==> config.mk <==
export PLATFORM = sky130hd
export DESIGN_NAME = gray_seq_ctrl
export DESIGN_NICKNAME = d
export VERILOG_FILES = /design/src/rtl/gray_seq_pkg.sv /design/src/rtl/bin2gray_n.sv /design/src/rtl/gray_seq_ctrl.sv
export SDC_FILE = /design/constraint.sdc
export NUM_CORES = 1
export LEC_CHECK = 0
export ABC_AREA = 1
export CAP_MARGIN = 15
export CORE_MARGIN = 5
export CORE_UTILIZATION = 40
export DETAILED_ROUTE_END_ITERATION = 16
export PLACE_DENSITY_LB_ADDON = 0.12
export SETUP_SLACK_MARGIN = 0.05
export SYNTH_ARGS = -nofsm -noshare
export SYNTH_HDL_FRONTEND = slang
export SYNTH_SLANG_ARGS = --single-unit
==> constraint.sdc <==
create_clock -name clk -period 4.3 [get_ports clk]
set_input_delay 0.86 -clock clk [delete_from_list [all_inputs] [get_ports clk]]
set_output_delay 0.86 -clock clk [all_outputs]
set_load 0.01 [all_outputs]
==> src/rtl/gray_seq_pkg.sv <==
// Shared types and helpers for the Gray-code sequencer.
package gray_seq_pkg;

  typedef enum logic [1:0] {
    IDLE = 2'd0,
    RUN  = 2'd1,
    DONE = 2'd2
  } gray_seq_state_t;

  localparam logic DIR_UP = 1'b0;
  localparam logic DIR_DN = 1'b1;

  function automatic logic [31:0] bin2gray(input logic [31:0] b);
    return b ^ (b >> 1);
  endfunction

endpackage

==> src/rtl/bin2gray_n.sv <==
// Combinational binary-to-Gray converter of arbitrary width.
module bin2gray_n #(
  parameter int WIDTH = 3
) (
  input  logic [WIDTH-1:0] bin_i,
  output logic [WIDTH-1:0] gray_o
);

  assign gray_o = bin_i ^ (bin_i >> 1);

endmodule

==> src/rtl/gray_seq_ctrl.sv <==
// Emits a run of binary/Gray code pairs over a valid/ready stream,
// stepping up or down modulo 2**WIDTH from a commanded start value.
module gray_seq_ctrl
  import gray_seq_pkg::*;
#(
  parameter int WIDTH = 3
) (
  input  logic             clk,
  input  logic             rst_n,
  input  logic             start,
  input  logic             dir,
  input  logic [WIDTH-1:0] start_val,
  input  logic [WIDTH:0]   len,
  input  logic             abort,
  input  logic             out_ready,
  output logic             out_valid,
  output logic [WIDTH-1:0] bin_out,
  output logic [WIDTH-1:0] gray_out,
  output logic             busy,
  output logic             done
);

  localparam logic [WIDTH:0] REM_ONE = {{WIDTH{1'b0}}, 1'b1};

  gray_seq_state_t state_q, state_d;
  logic [WIDTH:0]   remaining_q, remaining_d;
  logic             dir_q, dir_d;
  logic [WIDTH-1:0] bin_q, bin_d;
  logic [WIDTH-1:0] gray_q, gray_d;
  logic             valid_q, valid_d;
  logic             busy_q, busy_d;
  logic             done_q, done_d;

  // Gray is derived from the next binary value so both land in the same register edge.
  bin2gray_n #(.WIDTH(WIDTH)) u_bin2gray (
    .bin_i  (bin_d),
    .gray_o (gray_d)
  );

  always_comb begin
    state_d     = state_q;
    remaining_d = remaining_q;
    dir_d       = dir_q;
    bin_d       = bin_q;
    valid_d     = valid_q;

    unique case (state_q)
      IDLE: begin
        if (start && (len != '0)) begin
          state_d     = RUN;
          bin_d       = start_val;
          valid_d     = 1'b1;
          remaining_d = len;
          dir_d       = dir;
        end
      end
      RUN: begin
        if (abort) begin
          state_d = IDLE;
          valid_d = 1'b0;
        end else if (valid_q && out_ready) begin
          if (remaining_q > REM_ONE) begin
            remaining_d = remaining_q - REM_ONE;
            bin_d       = (dir_q == DIR_DN) ? (bin_q - 1'b1) : (bin_q + 1'b1);
          end else begin
            state_d     = DONE;
            valid_d     = 1'b0;
            remaining_d = '0;
          end
        end
      end
      DONE: begin
        state_d = IDLE;
      end
      default: begin
        state_d = IDLE;
        valid_d = 1'b0;
      end
    endcase

    busy_d = (state_d != IDLE);
    done_d = (state_d == DONE);
  end

  always_ff @(posedge clk or negedge rst_n) begin
    if (!rst_n) begin
      state_q     <= IDLE;
      remaining_q <= '0;
      dir_q       <= DIR_UP;
      bin_q       <= '0;
      gray_q      <= '0;
      valid_q     <= 1'b0;
      busy_q      <= 1'b0;
      done_q      <= 1'b0;
    end else begin
      state_q     <= state_d;
      remaining_q <= remaining_d;
      dir_q       <= dir_d;
      bin_q       <= bin_d;
      gray_q      <= gray_d;
      valid_q     <= valid_d;
      busy_q      <= busy_d;
      done_q      <= done_d;
    end
  end

  assign out_valid = valid_q;
  assign bin_out   = bin_q;
  assign gray_out  = gray_q;
  assign busy      = busy_q;
  assign done      = done_q;

endmodule

* Word level (Yosys, flattened, before mapping)
Index checks and enable logic that the tools add are counted.
** Word-level totals
- Input port bits :: 13
- Register bits after elaboration :: 16
- Word-level logic and storage cells :: 52
- Output and inout port bits :: 9
** Operators by class
- Equal/unequal tests :: 8
- Mux-type cells :: 21
- Add/sub/neg operators :: 3
- $lt $le $gt $ge :: 1
- Bitwise gates (word level) :: 2
- Reductions and logical operators :: 9
** Operators with widths (count)
- $mux W4 :: 4
- $mux W3 :: 5
- $mux W2 :: 4
- $pmux W4 S2 :: 1
- $reduce_and A4 Y1 :: 2
- $ne A2 B2 Y1 const B :: 3
- $ne A3 B3 Y1 const B :: 2
- $pmux W3 S2 :: 1
- $eq A2 B2 Y1 const B :: 2
- $gt A4 B1 Y1 const B :: 1
- $mux W1 :: 4
- $pmux W2 S2 :: 1
- $reduce_bool A2 Y1 :: 2
- $reduce_bool A4 Y1 :: 1
- $sub A4 B1 Y4 const B :: 1
- $add A3 B1 Y3 const B :: 1
- $pmux W1 S3 :: 1
- $sub A3 B1 Y3 const B :: 1
- $xor A3 B2 Y3 :: 1
- $eq A2 B1 Y1 const B :: 1
- $logic_and A1 B1 Y1 :: 2
- $logic_not A2 Y1 :: 1
- $reduce_and A2 Y1 :: 1
- $not A1 Y1 :: 1

* Depth between registers and ports, before layout
Gate-level depths: netlist of the first run.
- Depth in word-level cells :: 7
- Depth in mapped cells :: 11
- Mapped depth without buffers :: 11

* By module
A second synthesis of the first run with hierarchy kept.
** Unflattened totals
- Cells, all modules :: 120
- Area total of the unflattened synthesis :: 908.4 µm²
** Modules (own cells, without submodules)
- gray_seq_ctrl :: area each 867.1 µm², cells each 110, sequential area each 400.4 µm², times used 1
- bin2gray_n :: area each 41.3 µm², cells each 10, sequential area each 0.0 µm², times used 1

* Worst setup path after synthesis of the first run
No wires, ideal clock.
- Path type :: input port to flip-flop
- Start point :: input out_ready
- End point :: register gray_q[0] (netlist: gray_out[0])
- Setup slack :: 2.595 ns
- Cell stages on the path :: 7
- Buffers on the path :: 0
- Required time :: 4.220 ns
- Data arrival time :: 1.625 ns
- Setup time :: 0.080 ns
- Cells stage by stage :: nand2_1 nor2_4 nand3_1 nand2_1 nor2_1 nor2_1 xnor2_1
** On the way
- Word-level cells in the longest chain between the ends :: 5
** Ends and longest elaborated chain
- from (decl) :: line gray_seq_ctrl.sv:15 : input logic out_ready,
- $logic_and A1 B1 Y1 :: line gray_seq_ctrl.sv:61 : end else if (valid_q && out_ready) begin
- $mux W3 :: line gray_seq_ctrl.sv:61
- $mux W3 :: line gray_seq_ctrl.sv:58 : if (abort) begin
- $pmux W3 S2 :: line gray_seq_ctrl.sv:47 : unique case (state_q)
- $xor A3 B2 Y3 :: line bin2gray_n.sv:9 : assign gray_o = bin_i ^ (bin_i >> 1);
- named net gray_d[0] :: line gray_seq_ctrl.sv:29 : logic [WIDTH-1:0] gray_q, gray_d;
- to (signal assigned) :: line gray_seq_ctrl.sv:100 : gray_q <= gray_d;
- to (decl) :: line gray_seq_ctrl.sv:29
The timed path passes the listed nets, and every way through them passes these cells.
A chain may end at the register's enable or synchronous reset.

==> results.yml, run 1 <==
run_status:
  outcome: "completed"
routing:
  drtPass1Iterations: 4
  drcViolationCount: 0
  antenna_violation_net_count_after_detailed_routing: 0
  vias: 747
  detail_route.wirelength_mm: 1.74
  via_per_inst: 4.76
  detail_route.wl_per_cell_microns: 11.1
  drt_first_iter_violations: 15
clocking:
  clk_transition_reported_paths_ns: 0.09
  cts_max_path_buffers: 2
  clkLatencyLatePin_ns: 0.29
  cts_num_sinks: 15
  root_buffer: "sky130_fd_sc_hd__clkbuf_4"
  post_cts_hold_buffer_count: 0
  tritoncts_clock_tree: "built"
  clock_tree.htree_level_count: 1
  cts-resized-gates: 0
  inserted_clock_buffers: 3
  post_cts_buffers: 0
floorplan:
  start_util_pct: 42.9
  core-area_sq_um: 2000
  floorplan.rows: 16
  die_h_microns: 56.3
  ioPinCount: 22
  die_area_sq_um: 3170
  die_span_x_microns: 56.3
cells_and_area:
  fraction_of_final_layout_cells_with_drive_strength_greater_than_1_pct: 10.0
  n_antenna_cell: 0
  nNetsFinal: 147
  finish.instance_area_sq_um: 1120
  nFillCells: 194
  multi_input_logic_area_sq_um: 423
  regArea_sq_um: 375
  commonest_non_fill_non_tap_cell_in_the_layout: "sky130_fd_sc_hd__nand2_1"
  final_cell_mix: "sky130_fd_sc_hd__nand2_1 (32), sky130_fd_sc_hd__clkdlybuf4s50_1 (21), sky130_fd_sc_hd__dfrtp_1 (15)"
  finalNonFillerCells: 157
  relative_area_change_from_synthesis_to_final_layout_pct: 30.6
synth:
  yosys_warnings: 0
  yosys_register_bits: 15
  mean_area_per_synthesized_cell_sq_um: 8.10
  synth_cells: 106
  yosysSeqAreaShare_pct: 43.7
  post_synth_num_cell_types: 22
  syn-num-nets: 122
  synth_xor_area_share_pct: 3.06
  synth_top_family_by_area: "simple AND/OR/NAND/NOR gates"
  post_synth_and_or_nand_nor_area_fraction_pct: 31.9
  synthesis.area_sq_um: 858
  adder_cell_area_share_of_the_yosys_netlist_pct: 5.25
  synth_compound_gate_area_share_pct: 9.04
  yosys-mux-area-fraction_pct: 0
timing:
  final.min_clock_period_ns: 2.14
  setup_tns_ns: 0
  worstMarginPinSlew_ns: 0.676
  max_freq_mhz: 467
  clock_skew_ns: 0.00615
  worst_hold_slack_ns: 0.520
  timing_hold_violations_final: 0
  slew-limit-headroom_pct: 54.8
  unrepaired_setup_endpoints_after_global_routing: "no"
  setup_viol: 0
  timing.final.max_slew_violations: 0
  min_period_over_period_pct: 49.8
worst_setup_path:
  crit_path_capture_type: "output pin"
  timing.critical_path.required_ns: 3.44
  arrival_ns: 1.28
  critical_path_peak_fanout: 6
  timing_worst_setup_path_type: "reg -> out"
  critPathSlowestCell: "sky130_fd_sc_hd__clkdlybuf4s50_1"
  path_cells: "clkdlybuf4s50_1"
  largest_stage_delay_worst_path_ns: 0.57
  timing.critical_path.max_delay_family: "buffers and inverters"
  critical_path.n_buffers_inverters: 1
  cp-start-kind: "flop"
power:
  static-leakage-power_uw: 0.000536
  power_density_nw_per_um2: 568
  vdd_ir_drop_max_mv: 0.312
job:
  maxCapViolations: 0
grt:
  global_route.overflow_total: 0
  grt_first_pass_wirelength_mm: 3.00
  maximum_number_of_pins_on_one_net_before_global_route_repair: 16
  groute.usage.overall_pct: 11.9
  initial_antenna_violation_count: 0
  vias_in_the_first_global_route: 727
placement:
  placed_area_sq_um: 1090
  io_buffer_count: 21
  gp_routability_congestion: 0.772
  place.detailed.instances: 153
  hpwlAfterDp_mm: 1.35
hold_path:
  worstHoldPathType: "reg -> reg"
metal layers:
layer,track usage [%],up-vias,part of all wire (%)
met5,0,-,0
met2,19.7,15,45
met3,5.50,2,6.3
met1,14.4,343,48
li1,-,387,-
met4,2.03,0,0.75
cell usage after synthesis:
cell / n / share of area, %
sky130_fd_sc_hd__o21ai_0: 8 / 4.7
sky130_fd_sc_hd__nor2_4: 2 / 2.6
sky130_fd_sc_hd__nor2_2: 1 / 0.73
sky130_fd_sc_hd__a21oi_2: 1 / 1.0
sky130_fd_sc_hd__dfrtp_1: 15 / 44
sky130_fd_sc_hd__nor3_1: 2 / 1.2
sky130_fd_sc_hd__inv_1: 12 / 5.2
sky130_fd_sc_hd__ha_1: 2 / 2.9
sky130_fd_sc_hd__nor2_1: 7 / 3.1
sky130_fd_sc_hd__nand4_1: 4 / 2.9
sky130_fd_sc_hd__buf_4: 1 / 0.87
sky130_fd_sc_hd__a21oi_1: 1 / 0.58
sky130_fd_sc_hd__o21ai_4: 1 / 1.9
sky130_fd_sc_hd__nand3_1: 7 / 4.1
sky130_fd_sc_hd__o21bai_1: 1 / 0.87
sky130_fd_sc_hd__inv_2: 2 / 0.87
sky130_fd_sc_hd__nand2_1: 32 / 14
sky130_fd_sc_hd__or2_4: 1 / 1.0
sky130_fd_sc_hd__xor2_1: 1 / 1.0
sky130_fd_sc_hd__fa_1: 1 / 2.3
sky130_fd_sc_hd__xnor2_1: 2 / 2.0
sky130_fd_sc_hd__nand3_2: 2 / 2.3
state kept, by name (all words and copies together) (netlist names):
register	count
gray_out	2
state_q	2
done	1
out_valid	1
bin_out	3
dir_q	1
remaining_q	4
busy	1
tightest hold or removal path, stage by stage, from the launching register on:
cell and delay (ns):
sky130_fd_sc_hd__dfrtp_1 0.39, sky130_fd_sc_hd__nand2_1 0.06, sky130_fd_sc_hd__nand2_1 0.05
per-stage QoR:
| step | power [uW] | util (%) | setup WS, ns |
|---|---|---|---|
| detailed placement | 560 | 54.7 | 1.95 |
| global placement | 554 | 54.7 | 1.95 |
| global route | 703 | 56.0 | 2.07 |
| floorplan | 443 | - | 2.59 |
| finish | 637 | 56.0 | 2.16 |
| CTS | 643 | 56.0 | 2.13 |
area by class of cell:
type / count / area share (%)
sequential: 15 / 33.5
clock buffer: 4 / 2.34
multi-input combinational: 76 / 37.7
inverter: 14 / 4.69
tap: 27 / 3.01
timing repair buffer: 21 / 18.7
power breakdown:
group	leakage [uW]	internal, uW	switching [uW]
Combinational	0.000334	149	172
Sequential	0.000186	192	40.9
Clock	0.0000150	36.1	46.6
Total	0.000536	378	259
worst paths after layout:
check | from | to | slack, ns | cells past startpoint
worst max-delay path | bin_out[2] | gray_out[2] | 2.16 | 1
worst max register to register | remaining_q[0] | gray_out[0] | 2.63 | 10
min in group asynchronous | rst_n | done | 0.97 | 1
worst min-delay path | out_valid | out_valid | 0.52 | 2
max in group asynchronous | rst_n | bin_out[0] | 2.89 | 1
worst min register to register | out_valid | out_valid | 0.52 | 2
cells by family after synthesis:
| family | after synthesis |
|---|---|
| simple gates | 58 |
| buf+inv | 15 |
| compound gates | 12 |
| flops | 15 |
| xor+xnor | 3 |
| fa+ha+maj | 3 |
(Power assumes the default switching activity.)
==> run 2: changes to the inputs <==
==> constraint.sdc (replaced) <==
create_clock -name clk -period 2.05 [get_ports clk]
set_input_delay 0.41 -clock clk [delete_from_list [all_inputs] [get_ports clk]]
set_output_delay 0.41 -clock clk [all_outputs]
set_load 0.01 [all_outputs]
==> run 2 against run 1 <==
Compared with the run above: sequential power grew 110%; non-clock buffer count rose by 2; critical path type unchanged; register-to-register slack worse by 2.2 ns; critical path depth unchanged; first-iteration DRC count is 27% lower.
==> results.yml, run 2 (synthesis results as in run 1) <==
floorplan:
  ioPinCount: 22
  die_area_sq_um: 3170
  core-area_sq_um: 2000
  floorplan.rows: 16
  start_util_pct: 42.9
  die_span_x_microns: 56.3
  die_h_microns: 56.3
timing:
  timing.final.max_slew_violations: 0
  final.min_clock_period_ns: 1.69
  slew-limit-headroom_pct: 81.1
  setup_viol: 0
  worstMarginPinSlew_ns: 0.283
  timing_hold_violations_final: 0
  max_freq_mhz: 591
  unrepaired_setup_endpoints_after_global_routing: "no"
  setup_tns_ns: 0
  min_period_over_period_pct: 82.5
  clock_skew_ns: 0.00309
worst_setup_path:
  largest_stage_delay_worst_path_ns: 0.57
  crit_path_capture_type: "output pin"
  timing.critical_path.max_delay_family: "buffers and inverters"
  critical_path.n_buffers_inverters: 1
  arrival_ns: 1.28
  critPathSlowestCell: "sky130_fd_sc_hd__clkdlybuf4s50_1"
  critical_path_peak_fanout: 6
  path_cells: "clkdlybuf4s50_1"
  cp-start-kind: "flop"
  timing.critical_path.required_ns: 1.64
  timing_worst_setup_path_type: "reg -> out"
cells_and_area:
  n_antenna_cell: 0
  layout.core_utilization_pct: 56.8
  regMostFlops: "remaining_q"
  final_cell_mix: "sky130_fd_sc_hd__nand2_1 (32), sky130_fd_sc_hd__clkdlybuf4s50_1 (21), sky130_fd_sc_hd__dfrtp_1 (15)"
  commonest_non_fill_non_tap_cell_in_the_layout: "sky130_fd_sc_hd__nand2_1"
  fraction_of_final_layout_cells_with_drive_strength_greater_than_1_pct: 11.4
  regArea_sq_um: 375
  relative_area_change_from_synthesis_to_final_layout_pct: 32.4
  largest_reg_flops: 4
  multi_input_logic_area_sq_um: 423
  nNetsFinal: 149
  nFillCells: 190
clocking:
  clk_transition_reported_paths_ns: 0.09
  cts-resized-gates: 0
  post_cts_buffers: 0
  cts_max_path_buffers: 2
  clkLatencyLatePin_ns: 0.29
  tritoncts_clock_tree: "built"
  root_buffer: "sky130_fd_sc_hd__clkbuf_4"
  cts_num_sinks: 15
  inserted_clock_buffers: 3
  clock_tree.htree_level_count: 1
  post_cts_hold_buffer_count: 0
grt:
  grt_first_pass_wirelength_mm: 3.13
  vias_in_the_first_global_route: 765
  global_route.overflow_total: 0
  initial_antenna_violation_count: 0
  maximum_number_of_pins_on_one_net_before_global_route_repair: 16
  groute.usage.overall_pct: 12.6
job:
  maxCapViolations: 0
power:
  static-leakage-power_uw: 0.000545
  power_density_nw_per_um2: 1180
  switchingPower_uw: 539
  power_uw: 1340
  power_report.internal_total_uw: 797
  p_sw_share_pct: 40.4
  vdd_ir_drop_max_mv: 0.648
  power_share_of_the_sequential_group_pct: 36.4
  clock_power_share_pct: 12.6
  relative_contribution_of_combinational_cells_to_total_power_pct: 51.0
placement:
  hpwlAfterDp_mm: 1.41
  gp_routability_congestion: 0.823
  io_buffer_count: 21
routing:
  detail_route.wl_per_cell_microns: 11.1
  vias: 724
  drt_first_iter_violations: 11
  antenna_violation_net_count_after_detailed_routing: 0
  detail_route.wirelength_mm: 1.76
  drcViolationCount: 0
  drtPass1Iterations: 4
  via_per_inst: 4.55
run_status:
  outcome: "completed"
hold_path:
  worstHoldPathType: "in -> async"
-- run 2: cell count changes in the layout (fill, tap and decap cells not counted), sizes merged --
cell,change
buf,+2
-- run 2: path summary, 6_finish.rpt --
check / startpoint / to / slack (ns) / depth (start not counted)
hold reg to reg: out_valid / out_valid / 0.50 / 2
max in group asynchronous: rst_n / bin_out[1] / 1.44 / 2
hold / removal: rst_n / remaining_q[0] / 0.43 / 2
setup reg to reg: remaining_q[0] / gray_out[0] / 0.40 / 10
min in group clk: out_valid / out_valid / 0.50 / 2
setup / recovery: bin_out[2] / gray_out[2] / 0.36 / 1
-- run 2: power groups by stage --
stage	Sequential (uW)	Clock (uW)	Combinational, uW
floorplan	510	0	418
global placement	492	0	680
detailed placement	492	0	689
CTS	487	175	694
global route	501	184	789
finish	486	169	681
-- run 2: layout make-up --
| cell class | instances | share of cell area (%) |
|---|---|---|
| Timing Repair Buffer | 23 | 19.8 |
| Inverter | 14 | 4.63 |
| Sequential cell | 15 | 33.0 |
| Clock buffer | 4 | 2.31 |
| Multi-Input combinational cell | 76 | 37.2 |
| Tap cell | 27 | 2.97 |
-- run 2: metrics by stage --
stage / std cells / instance area [sq um] / hold WS (ns) / setup slack (ns)
finish: 159 / 1140 / 0.430 / 0.358
CTS: 159 / 1140 / 0.434 / 0.351
floorplan: 106 / 858 / 0.114 / 0.560
detailed placement: 155 / 1110 / 0.482 / 0.181
global route: 159 / 1140 / 0.454 / 0.195
global placement: 155 / 1110 / 0.496 / 0.222
-- run 2: layer usage --
layer	track usage, %	vias to the layer above	share of wire [%]
met5	0	-	0
met2	19.9	14	47
met4	7.46	0	1.5
met3	3.67	4	6.0
li1	-	392	-
met1	15.0	314	46
==> run 3: changes to the inputs <==
==> constraint.sdc (replaced) <==
create_clock -name clk -period 1.7 [get_ports clk]
set_input_delay 0.34 -clock clk [delete_from_list [all_inputs] [get_ports clk]]
set_output_delay 0.34 -clock clk [all_outputs]
set_load 0.01 [all_outputs]
==> run 3 against run 2 <==
Compared with the run above: flip-flop and latch count unchanged; global-route usage down 0.36 points; register-to-register slack got worse by 0.24 ns; sequential share of layout area shrank 1.0 points; combinational power increased by 29%.
==> results.yml, run 3 (synthesis results as in run 1) <==
hold_path:
  worstHoldPathType: "in -> async"
worst_setup_path:
  timing.critical_path.max_delay_family: "buffers and inverters"
  largest_stage_delay_worst_path_ns: 0.56
  rr_startpoint: "bin_out[0]"
  regToRegSetupSlack_ns: 0.16
  timing.critical_path.required_ns: 1.36
  critical_path_peak_fanout: 3
  arrival_ns: 1.25
  critPathSlowestCell: "sky130_fd_sc_hd__clkdlybuf4s50_1"
  path_depth: 1
  timing_worst_setup_path_type: "reg -> out"
  worst-r2r-cell-count: 9
  cp-start-kind: "flop"
  path_cells: "clkdlybuf4s50_1"
  critical_path.n_buffers_inverters: 1
  r2r_end: "gray_out[1]"
  crit_path_capture_type: "output pin"
power:
  power_uw: 1670
  power_density_nw_per_um2: 1420
  static-leakage-power_uw: 0.000570
  vdd_ir_drop_max_mv: 0.774
clocking:
  tritoncts_clock_tree: "built"
  cts_max_path_buffers: 2
  clkLatencyLatePin_ns: 0.28
  clk_transition_reported_paths_ns: 0.09
  clock_tree.htree_level_count: 1
  root_buffer: "sky130_fd_sc_hd__clkbuf_4"
  cts_num_sinks: 15
  inserted_clock_buffers: 3
cells_and_area:
  commonest_non_fill_non_tap_cell_in_the_layout: "sky130_fd_sc_hd__nand2_1"
  nNetsFinal: 151
  regMostFlops: "remaining_q"
  fraction_of_final_layout_cells_with_drive_strength_greater_than_1_pct: 17.9
  nFillCells: 178
  n_antenna_cell: 0
  regArea_sq_um: 377
  multi_input_logic_area_sq_um: 444
  layout.core_utilization_pct: 58.8
  finish.instance_area_sq_um: 1180
  final_cell_mix: "sky130_fd_sc_hd__nand2_1 (31), sky130_fd_sc_hd__clkdlybuf4s50_1 (20), sky130_fd_sc_hd__dfrtp_1 (14)"
  relative_area_change_from_synthesis_to_final_layout_pct: 37.0
  largest_reg_flops: 4
floorplan:
  core-area_sq_um: 2000
  die_h_microns: 56.3
  die_span_x_microns: 56.3
  die_area_sq_um: 3170
  floorplan.rows: 16
  start_util_pct: 42.9
  ioPinCount: 22
timing:
  timing_hold_violations_final: 0
  slew-limit-headroom_pct: 83.2
  setup_viol: 0
  final.min_clock_period_ns: 1.59
  max_freq_mhz: 630
  unrepaired_setup_endpoints_after_global_routing: "yes"
  clock_skew_ns: 0.00209
  final_ws_setup_ns: 0.113
  timing.final.max_slew_violations: 0
  setup_tns_ns: 0
  min_period_over_period_pct: 93.3
  worstMarginPinSlew_ns: 0.251
grt:
  vias_in_the_first_global_route: 744
  groute.usage.overall_pct: 12.2
  maximum_number_of_pins_on_one_net_before_global_route_repair: 16
  global_route.overflow_total: 0
  grt_first_pass_wirelength_mm: 3.08
  initial_antenna_violation_count: 0
routing:
  drcViolationCount: 0
  detail_route.wl_per_cell_microns: 11.1
  via_per_inst: 4.68
  drtPass1Iterations: 4
  detail_route.wirelength_mm: 1.79
  drt_first_iter_violations: 16
  antenna_violation_net_count_after_detailed_routing: 0
  vias: 754
placement:
  io_buffer_count: 21
  hpwlAfterDp_mm: 1.41
  placed_area_sq_um: 1120
  worst_slack_at_placement_ns: -0.0130
  gp_routability_congestion: 0.769
run_status:
  outcome: "completed"
job:
  maxCapViolations: 0
run 3: final cells by class:
cell class	count	area share, %
Multi-Input combinational cell	76	37.8
Inverter	14	4.47
Timing Repair Buffer	25	20.6
Sequential cell	15	32.0
Clock buffer	4	2.23
Tap cell	27	2.87
run 3: layer usage:
| metal | global-route usage (%) | vias up | part of all wire (%) |
|---|---|---|---|
| li1 | - | 394 | - |
| met1 | 16.2 | 340 | 50 |
| met2 | 18.7 | 15 | 44 |
| met3 | 2.52 | 5 | 4.3 |
| met4 | 6.10 | 0 | 1.8 |
| met5 | 0 | - | 0 |
run 3: worst max-delay path by stage:
stage / end / slack, ns / from
5_1_grt: gray_out[1] / 0.04 / bin_out[0]
2_1_floorplan: gray_out[1] / 0.21 / bin_out[0]
4_1_cts: bin_out[2] / 0.06 / bin_out[2]
3_5_place_dp: gray_out[1] / -0.01 / len[3]
3_3_place_gp: gray_out[1] / -0.02 / len[3]
6_report: bin_out[1] / 0.11 / bin_out[1]
run 3: timing repair:
action | 4_1_cts | 5_1_grt
gates resized for setup | 0 | 8
setup buffers | 0 | 0
endpoints found under the setup margin | 0 | 9
hold buffers | 0 | 0
run 3: power by group:
group          switching [uW]  internal, uW  leakage, uW
sequential                104           489     0.000185
combinational             464           416     0.000370
clock                     110          91.0    0.0000150
run 3: per-stage QoR:
stage	instances	hold slack [ns]
finish	161	0.374
global route	161	0.371
CTS	161	0.378
detailed placement	157	0.486
global placement	157	0.478
floorplan	106	0.0444
